File: src/rtl/scan_decoder.sv
// Registered N-to-2^N one-hot decoder with a direct mode and a prescaled
// auto-scan mode, used as a digit-select driver for multiplexed displays.
module scan_decoder #(
  parameter int unsigned SEL_W      = 2,
  parameter int unsigned DIV        = 4,
  parameter bit          ACTIVE_LOW = 1'b1
) (
  input  logic                  clk,
  input  logic                  rst,
  input  logic                  en,
  input  logic                  mode,
  input  logic [SEL_W-1:0]      s,
  output logic [2**SEL_W-1:0]   out,
  output logic [SEL_W-1:0]      idx,
  output logic                  tick,
  output logic                  wrap
);

  localparam int unsigned NOUT = 2 ** SEL_W;
  // Prescaler must hold DIV-1; a DIV of 1 still gets a single bit.
  localparam int unsigned PW   = (DIV > 1) ? $clog2(DIV) : 1;

  localparam logic [PW-1:0]   PRESC_MAX = PW'(DIV - 1);
  localparam logic [NOUT-1:0] INACTIVE  = ACTIVE_LOW ? {NOUT{1'b1}} : {NOUT{1'b0}};

  typedef enum logic [1:0] {
    StBlank,
    StDirect,
    StScan
  } state_e;

  state_e           r_state;
  logic [SEL_W-1:0] r_idx;
  logic [PW-1:0]    r_presc;
  logic [NOUT-1:0]  r_out;
  logic             r_tick;
  logic             r_wrap;

  logic [SEL_W-1:0] w_idx_inc;
  logic             w_term;

  // One-hot decode with the configured polarity.
  function automatic logic [NOUT-1:0] f_decode(input logic [SEL_W-1:0] i);
    logic [NOUT-1:0] v;
    v    = '0;
    v[i] = 1'b1;
    return ACTIVE_LOW ? ~v : v;
  endfunction

  assign w_idx_inc = r_idx + 1'b1;
  assign w_term    = (r_presc == PRESC_MAX);

  // Mode FSM with registered outputs; reset first, then blank, direct, scan.
  always_ff @(posedge clk) begin
    if (rst) begin
      r_state <= StBlank;
      r_idx   <= '0;
      r_presc <= '0;
      r_out   <= INACTIVE;
      r_tick  <= 1'b0;
      r_wrap  <= 1'b0;
    end else begin
      r_tick <= 1'b0;
      r_wrap <= 1'b0;
      if (!en) begin
        // idx and prescaler freeze so a blanked display keeps its place.
        r_state <= StBlank;
        r_out   <= INACTIVE;
      end else if (!mode) begin
        r_state <= StDirect;
        r_idx   <= s;
        r_presc <= '0;
        r_out   <= f_decode(s);
      end else if (r_state != StScan) begin
        // Scan entry: reload the start index, restart the dwell, no tick.
        r_state <= StScan;
        r_idx   <= s;
        r_presc <= '0;
        r_out   <= f_decode(s);
      end else if (w_term) begin
        r_presc <= '0;
        r_idx   <= w_idx_inc;
        r_out   <= f_decode(w_idx_inc);
        r_tick  <= 1'b1;
        r_wrap  <= (r_idx == {SEL_W{1'b1}});
      end else begin
        r_presc <= r_presc + 1'b1;
      end
    end
  end

  assign out  = r_out;
  assign idx  = r_idx;
  assign tick = r_tick;
  assign wrap = r_wrap;

endmodule

File: config.mk
export PLATFORM = sky130hd
export DESIGN_NAME = scan_decoder
export DESIGN_NICKNAME = d
export VERILOG_FILES = /design/src/rtl/scan_decoder.sv
export SDC_FILE = /design/constraint.sdc
export NUM_CORES = 1
export LEC_CHECK = 0
export BUFFER_PORTS_ARGS = -buffer_cell sky130_fd_sc_hd__buf_2
export CAP_MARGIN = 5
export CORE_MARGIN = 1.5
export CORE_UTILIZATION = 25
export DETAILED_ROUTE_END_ITERATION = 10
export PLACE_DENSITY = 0.49
export SETUP_SLACK_MARGIN = 0.2
export SLEW_MARGIN = 5
export SYNTH_ARGS = -nofsm -noshare
export SYNTH_HDL_FRONTEND = slang
export SYNTH_SLANG_ARGS = --single-unit
File: constraint.sdc
create_clock -name clk -period 1.7 [get_ports clk]
set_clock_uncertainty 0.1 [all_clocks]
set_input_delay 0.255 -clock clk [delete_from_list [all_inputs] [get_ports clk]]
set_output_delay 0.255 -clock clk [all_outputs]
set_load 0.02 [all_outputs]
==> results.ini, run 1 <==
[outcome]
status=completed

[sta]
post-route-period-util=0.788
final-max-slew-violation-count=0
setup_violations=0
timing.final.crit_period_ns=1.34
timing.fmax_mhz=747
grt_setup_unrepaired=false
timing.final.hold_violations=0
slew_worst_pin_ns=0.345
setup_total_negative_slack_ns=0
timing.slew.headroom=0.769

[critical_path]
worstSetupEndpoint=idx[1]$_SDFFE_PP0P_
r2r_slack_ns=0.36
setup.worst_path.start=r_presc[0]$_SDFFE_PP0P_
worst-r2r-cell-count=4
timing.critical_path.to_type=flip-flop
crit_path_top_delay_cell=dfxtp_1
critPathKind=reg -> reg
critical_path_depth=4
critical-path-max-stage-delay_ns=0.35
required_ns=1.79
path_cells=ha_1, and4bb_1, o21a_1, a311oi_2
worstReg2RegStart=r_presc[0]$_SDFFE_PP0P_
reg2reg_to=idx[1]$_SDFFE_PP0P_
cp_data_arrival_time_ns=1.43
crit_fanout=3
worst_setup_path_start_kind=flip-flop
critical_path.top_delay_family=compound AO/OA/AOI/OAI gates
critical_path.n_buffers_inverters=0

[synth]
synth-warning-count=0
synth_cell_type_count=29
synth_largest_type_area_fraction=0.401
synth-seq-cells=12
synthTopCellsByArea=dfxtp_1 40%, ha_1 13%, nand2_1 4.4%
synth-seq-area-share=0.401
yosysTopAreaCell=dfxtp_1
synth.cell_area_um2=599
synthesis.instances=65
syn-num-nets=77
syn_avg_cell_area_um2=9.22

[pwr]
vdd.ir_drop.worst_uv=496
power_per_cell_area_nw_per_um2=803
total_leakage_power_nw=0.303

[placement]
port_buffers=13
dpl.hpwl_um=898
gp_congestion=0.731

[clock_tree]
clk_pin_slew_ns=0.08
inserted_clock_buffers=3
tritoncts=done
post_cts_hold_buffer_count=0
cts_buffer_depth=2
cts_post_setup_buffers_inserted=0
tritoncts_num_sinks=12
worst_skew_pair.late_latency_ns=0.27
clock-root-buffer=clkbuf_4
cts-resized-gates=0
htree_num_levels=1

[global_routing]
antenna_found_initial=0
grt_max_degree=11
via_count_of_the_first_global_routing_pass=453
grt_total_ovfl=0
first_pass_grt_wire_length_mm=2.08
gr-usage-all-layers=0.105

[routing]
postRouteWirelength_mm=1.19
dr_total_vias=507
drtIter0Drc=7
post_drt_via_cell_ratio=4.65
antenna_left=0
detail_route.drc_violations=0
drt_pre_antenna_iters=3
wl_per_cell_um=10.9

[die]
floorplan.die.width_um=52.0
die_area_um2=2700
rows=17
io_pins=14
fp.coreArea_um2=2230
floorplan.initialDensity=0.268
die_height_um=52.0

[cells_and_area]
mostFrequentLayoutCells=13 x buf_2, 12 x dfxtp_1, 7 x nand2_1, 6 x ha_1
finish.utilization=0.327
seqCellArea_um2=240
syn_to_final_growth_pct=21.9
layout-drive-gt1-share=0.272
layout_commonest_cell=buf_2
antenna_cells_inserted=0
fillerInstances=247
multi_input_area_um2=335
final_nets=94

[run]
drv_cap=0

[worst_hold_path]
hold_class=in -> reg
cell_depth_of_the_worst_min_delay_path=2

## routing by layer
layer	vias to the layer above	global-route usage	wire length (µm)
li1	258	-	-
met1	235	0.147	615
met2	14	0.154	501
met3	0	0.0431	70
met4	0	0.0132	0
met5	-	0	0
## worst reg2reg max path: cells and delay by family, from the launching register on
| kind | cells | cell delay, ns |
|---|---|---|
| adder cells (fa/ha/maj) | 1 | 0.18 |
| AO/OA/AOI/OAI | 2 | 0.39 |
| AND/OR/NAND/NOR | 1 | 0.25 |
| flip-flops | 1 | 0.35 |
## area by class of cell
type,instances,area share
flip-flops and latches,12,0.329
clock buffers,4,0.0497
multi-input cells,48,0.459
inverters,3,0.0154
repair buffers,14,0.0993
well taps,28,0.0479
## worst min-delay path by stage
stage | slack (ns) | to | start
final | 0.1 | r_state[0]$_SDFFE_PP0P_ | mode
after global placement | 0.38 | r_state[0]$_SDFFE_PP0P_ | mode
after global routing | 0.12 | idx[1]$_SDFFE_PP0P_ | rst
after floorplan | 0.22 | idx[1]$_SDFFE_PP0P_ | rst
after CTS | 0.1 | r_state[0]$_SDFFE_PP0P_ | mode
after detailed placement | 0.38 | r_state[0]$_SDFFE_PP0P_ | mode
## through the flow
stage | worst slack, ns | hold slack [ns] | power (mW) | instances | instance area (µm²)
floorplan | 0.368 | 0.223 | 0.345 | 65 | 599
global placement | 0.402 | 0.380 | 0.372 | 105 | 694
detailed placement | 0.368 | 0.379 | 0.371 | 105 | 694
CTS | 0.357 | 0.0954 | 0.600 | 109 | 731
global route | 0.262 | 0.116 | 0.628 | 109 | 731
finish | 0.361 | 0.0988 | 0.587 | 109 | 731
## cell families after synthesis
kind of cell               share of synthesized area
buffers and inverters                         0.0397
DFF                                            0.401
AOI/OAI and AO/OA                              0.138
and+or+nand+nor                                0.282
xor gates and xnor gates                      0.0146
adders and majority gates                      0.125
## cells in the mapped netlist (all sizes together)
cell type / n
a311oi: 1
nand4: 1
nand3b: 1
buf: 2
or2: 4
dfxtp: 12
and3b: 1
nor3b: 2
nor3: 3
xnor2: 1
and2: 2
nand2: 7
nand3: 1
and2b: 1
a31oi: 1
nor2: 2
a21oi: 4
a2bb2oi: 1
ha: 6
o21ai: 5
o21a: 1
inv: 3
and3: 2
and4bb: 1
## sequential cells by signal (all words and copies together), names as in the netlist
name,count
wrap,1
out,4
idx,2
r_state,2
tick,1
r_presc,2
## where the power goes
part	internal (mW)	switching [mW]
sequential	0.290	0.00805
clock	0.130	0.0928
combinational	0.0281	0.0379
total	0.448	0.139
Power figures use the tool's default switching activity.
==> inputs of run 2 (changes only) <==
Settings changed: PLACE_DENSITY 0.49 to 0.51.
Clock period 1.7 ns to 1.1 ns, I/O delays scaled along.
==> results.ini, run 2 (same netlist as run 1, synthesis figures left out) <==
[outcome]
status=finished, violations left  ; was completed
failed_checks=negative setup slack

[pwr]
vdd.ir_drop.worst_uv=732  ; was 496 µV
total_switching_power_mw=0.232  ; was 0.139 mW
power.share.switching=0.263  ; was 0.236
power_report.internal_total_mw=0.651  ; was 0.448 mW
clock_power_share=0.315  ; was 0.380
power_frac_seq=0.518  ; was 0.508
power_frac_comb=0.167  ; was 0.112
total_leakage_power_nw=0.352  ; was 0.303 nW
power_per_cell_area_nw_per_um2=997  ; was 803 nW/µm²
total_power_mw=0.883  ; was 0.587 mW

[die]
die_height_um=52.0  ; unchanged
floorplan.die.width_um=52.0  ; unchanged
io_pins=14  ; unchanged
fp.coreArea_um2=2230  ; unchanged
rows=17  ; unchanged
floorplan.initialDensity=0.268  ; unchanged
die_area_um2=2700  ; unchanged

[worst_hold_path]
hold_class=in -> reg  ; unchanged

[sta]
setup_violations=10  ; was 0
slew_worst_pin_ns=0.261  ; was 0.345 ns
timing.fmax_mhz=789  ; was 747 MHz
setup_total_negative_slack_ns=-1.02  ; was 0 ns
grt_setup_unrepaired=true  ; was false
final-max-slew-violation-count=0  ; unchanged
worst_setup_slack_final_ns=-0.167  ; was 0.361 ns
timing.final.crit_period_ns=1.27  ; was 1.34 ns
timing.final.hold_violations=0  ; unchanged
timing.slew.headroom=0.826  ; was 0.769
post-route-period-util=1.15  ; was 0.788

[routing]
drt_pre_antenna_iters=4  ; was 3
postRouteWirelength_mm=1.35  ; was 1.19 mm
dr_total_vias=544  ; was 507
detail_route.drc_violations=0  ; unchanged
wl_per_cell_um=11.7  ; was 10.9 µm
drtIter0Drc=2  ; was 7
antenna_left=0  ; unchanged
post_drt_via_cell_ratio=4.73  ; was 4.65

[cells_and_area]
fillerInstances=230  ; was 247
largest_register_ffs=4  ; unchanged
syn_to_final_growth_pct=47.8  ; was 21.9%
mostFrequentLayoutCells=11 x buf_6, 9 x dfxtp_2, 7 x nand2_1, 5 x ha_1, 5 x buf_2  ; was 13 x buf_2, 12 x dfxtp_1, 7 x nand2_1, 6 x ha_1
layout-drive-gt1-share=0.494  ; was 0.272
finish.utilization=0.397  ; was 0.327
fin_area_um2=886  ; was 731 µm²
antenna_cells_inserted=0  ; unchanged
final_nets=101  ; was 94
layout_commonest_cell=buf_6  ; was buf_2

[global_routing]
grt_max_degree=11  ; unchanged
grt_total_ovfl=0  ; unchanged
antenna_found_initial=0  ; unchanged
first_pass_grt_wire_length_mm=2.16  ; was 2.08 mm
gr-usage-all-layers=0.112  ; was 0.105
via_count_of_the_first_global_routing_pass=477  ; was 453

[run]
drv_cap=0  ; unchanged

[critical_path]
cp_data_arrival_time_ns=1.36  ; was 1.43 ns
worst_setup_path_start_kind=flip-flop  ; unchanged
required_ns=1.19  ; was 1.79 ns
critical-path-max-stage-delay_ns=0.36  ; was 0.35 ns
critical_path.n_buffers_inverters=0  ; unchanged
r2r_slack_ns=-0.17  ; was 0.36 ns
critical_path.top_delay_family=flip-flops  ; was compound AO/OA/AOI/OAI gates
timing.critical_path.to_type=flip-flop  ; unchanged
crit_path_top_delay_cell=dfxtp_2  ; was dfxtp_1
path_cells=ha_4, and4bb_1, o21a_1, a311oi_2  ; was ha_1, and4bb_1, o21a_1, a311oi_2
crit_fanout=3  ; unchanged
critPathKind=reg -> reg  ; unchanged

[clock_tree]
cts_buffer_depth=2  ; unchanged
tritoncts=done  ; unchanged
clock-root-buffer=clkbuf_4  ; unchanged
worst_skew_pair.late_latency_ns=0.27  ; about the same
clk_pin_slew_ns=0.08  ; about the same
inserted_clock_buffers=3  ; unchanged
htree_num_levels=1  ; unchanged
tritoncts_num_sinks=12  ; unchanged

[placement]
placed_cell_areas_um2=776  ; was 694 µm²
port_buffers=13  ; unchanged
pre_cts_slack_ns=-0.143  ; was 0.368 ns
gp_congestion=0.686  ; was 0.731
dpl.hpwl_um=942  ; was 898 µm

-- run 2: cell count changes in the layout (fill, tap and decap cells not counted), moves of 3 or more --
cell and delta:
a21oi_1 -3, a21oi_2 +3, buf_2 -8, buf_4 +3
buf_6 +11, dfxtp_1 -11, dfxtp_2 +9
-- run 2: cell type report --
| cell class | instances | area (µm²) | area share |
|---|---|---|---|
| Multi-Input combinational cell | 48 | 359 | 0.405 |
| Sequential cell | 12 | 259 | 0.292 |
| Timing Repair Buffer | 21 | 199 | 0.225 |
| Tap cell | 28 | 35.0 | 0.0395 |
| Clock buffer | 3 | 22.5 | 0.0254 |
| Inverter | 3 | 11.3 | 0.0127 |
-- run 2: what timing repair did --
action,in CTS,in global routing
buffers inserted,1,0
gates resized for setup,24,4
endpoints found under the setup margin,18,18
hold endpoints to repair,1,0
pin swaps,1,0
-- run 2: path summary, 6_finish.rpt --
check | from | endpoint | depth (start not counted)
min | mode | r_state[0]$_SDFFE_PP0P_ | 2
min reg2reg | r_presc[0]$_SDFFE_PP0P_ | r_presc[0]$_SDFFE_PP0P_ | 2
max | r_presc[1]$_SDFFE_PP0P_ | idx[1]$_SDFFE_PP0P_ | 4
max reg2reg | r_presc[1]$_SDFFE_PP0P_ | idx[1]$_SDFFE_PP0P_ | 4
-- run 2: layer usage --
layer | vias up | part of all wire | GRT usage | wire [µm]
met3 | 2 | 0.064 | 0.0603 | 86
met5 | - | 0 | 0 | 0
met2 | 18 | 0.44 | 0.171 | 592
met4 | 0 | 0.0082 | 0.0263 | 11
li1 | 270 | - | - | -
met1 | 254 | 0.49 | 0.138 | 655
-- run 2: worst reg2reg max path, stage by stage (launching register included) --
cell	delay, ns
dfxtp_2	0.36
ha_4	0.15
and4bb_1	0.21
o21a_1	0.20
a311oi_2	0.16
-- run 2: power groups by stage --
stage	Combinational, mW	Clock (mW)	Sequential [mW]
after global placement	0.128	0	0.465
after detailed placement	0.127	0	0.466
after global routing	0.160	0.310	0.460
final	0.147	0.278	0.458
after floorplan	0.0554	0	0.480
after CTS	0.147	0.285	0.458
-- run 2: metrics by stage --
step / instances / hold WS, ns
CTS: 115 / -0.00421
detailed placement: 111 / 0.283
floorplan: 65 / 0.125
global placement: 111 / 0.287
global route: 115 / 0.0121
finish: 115 / 0.00133
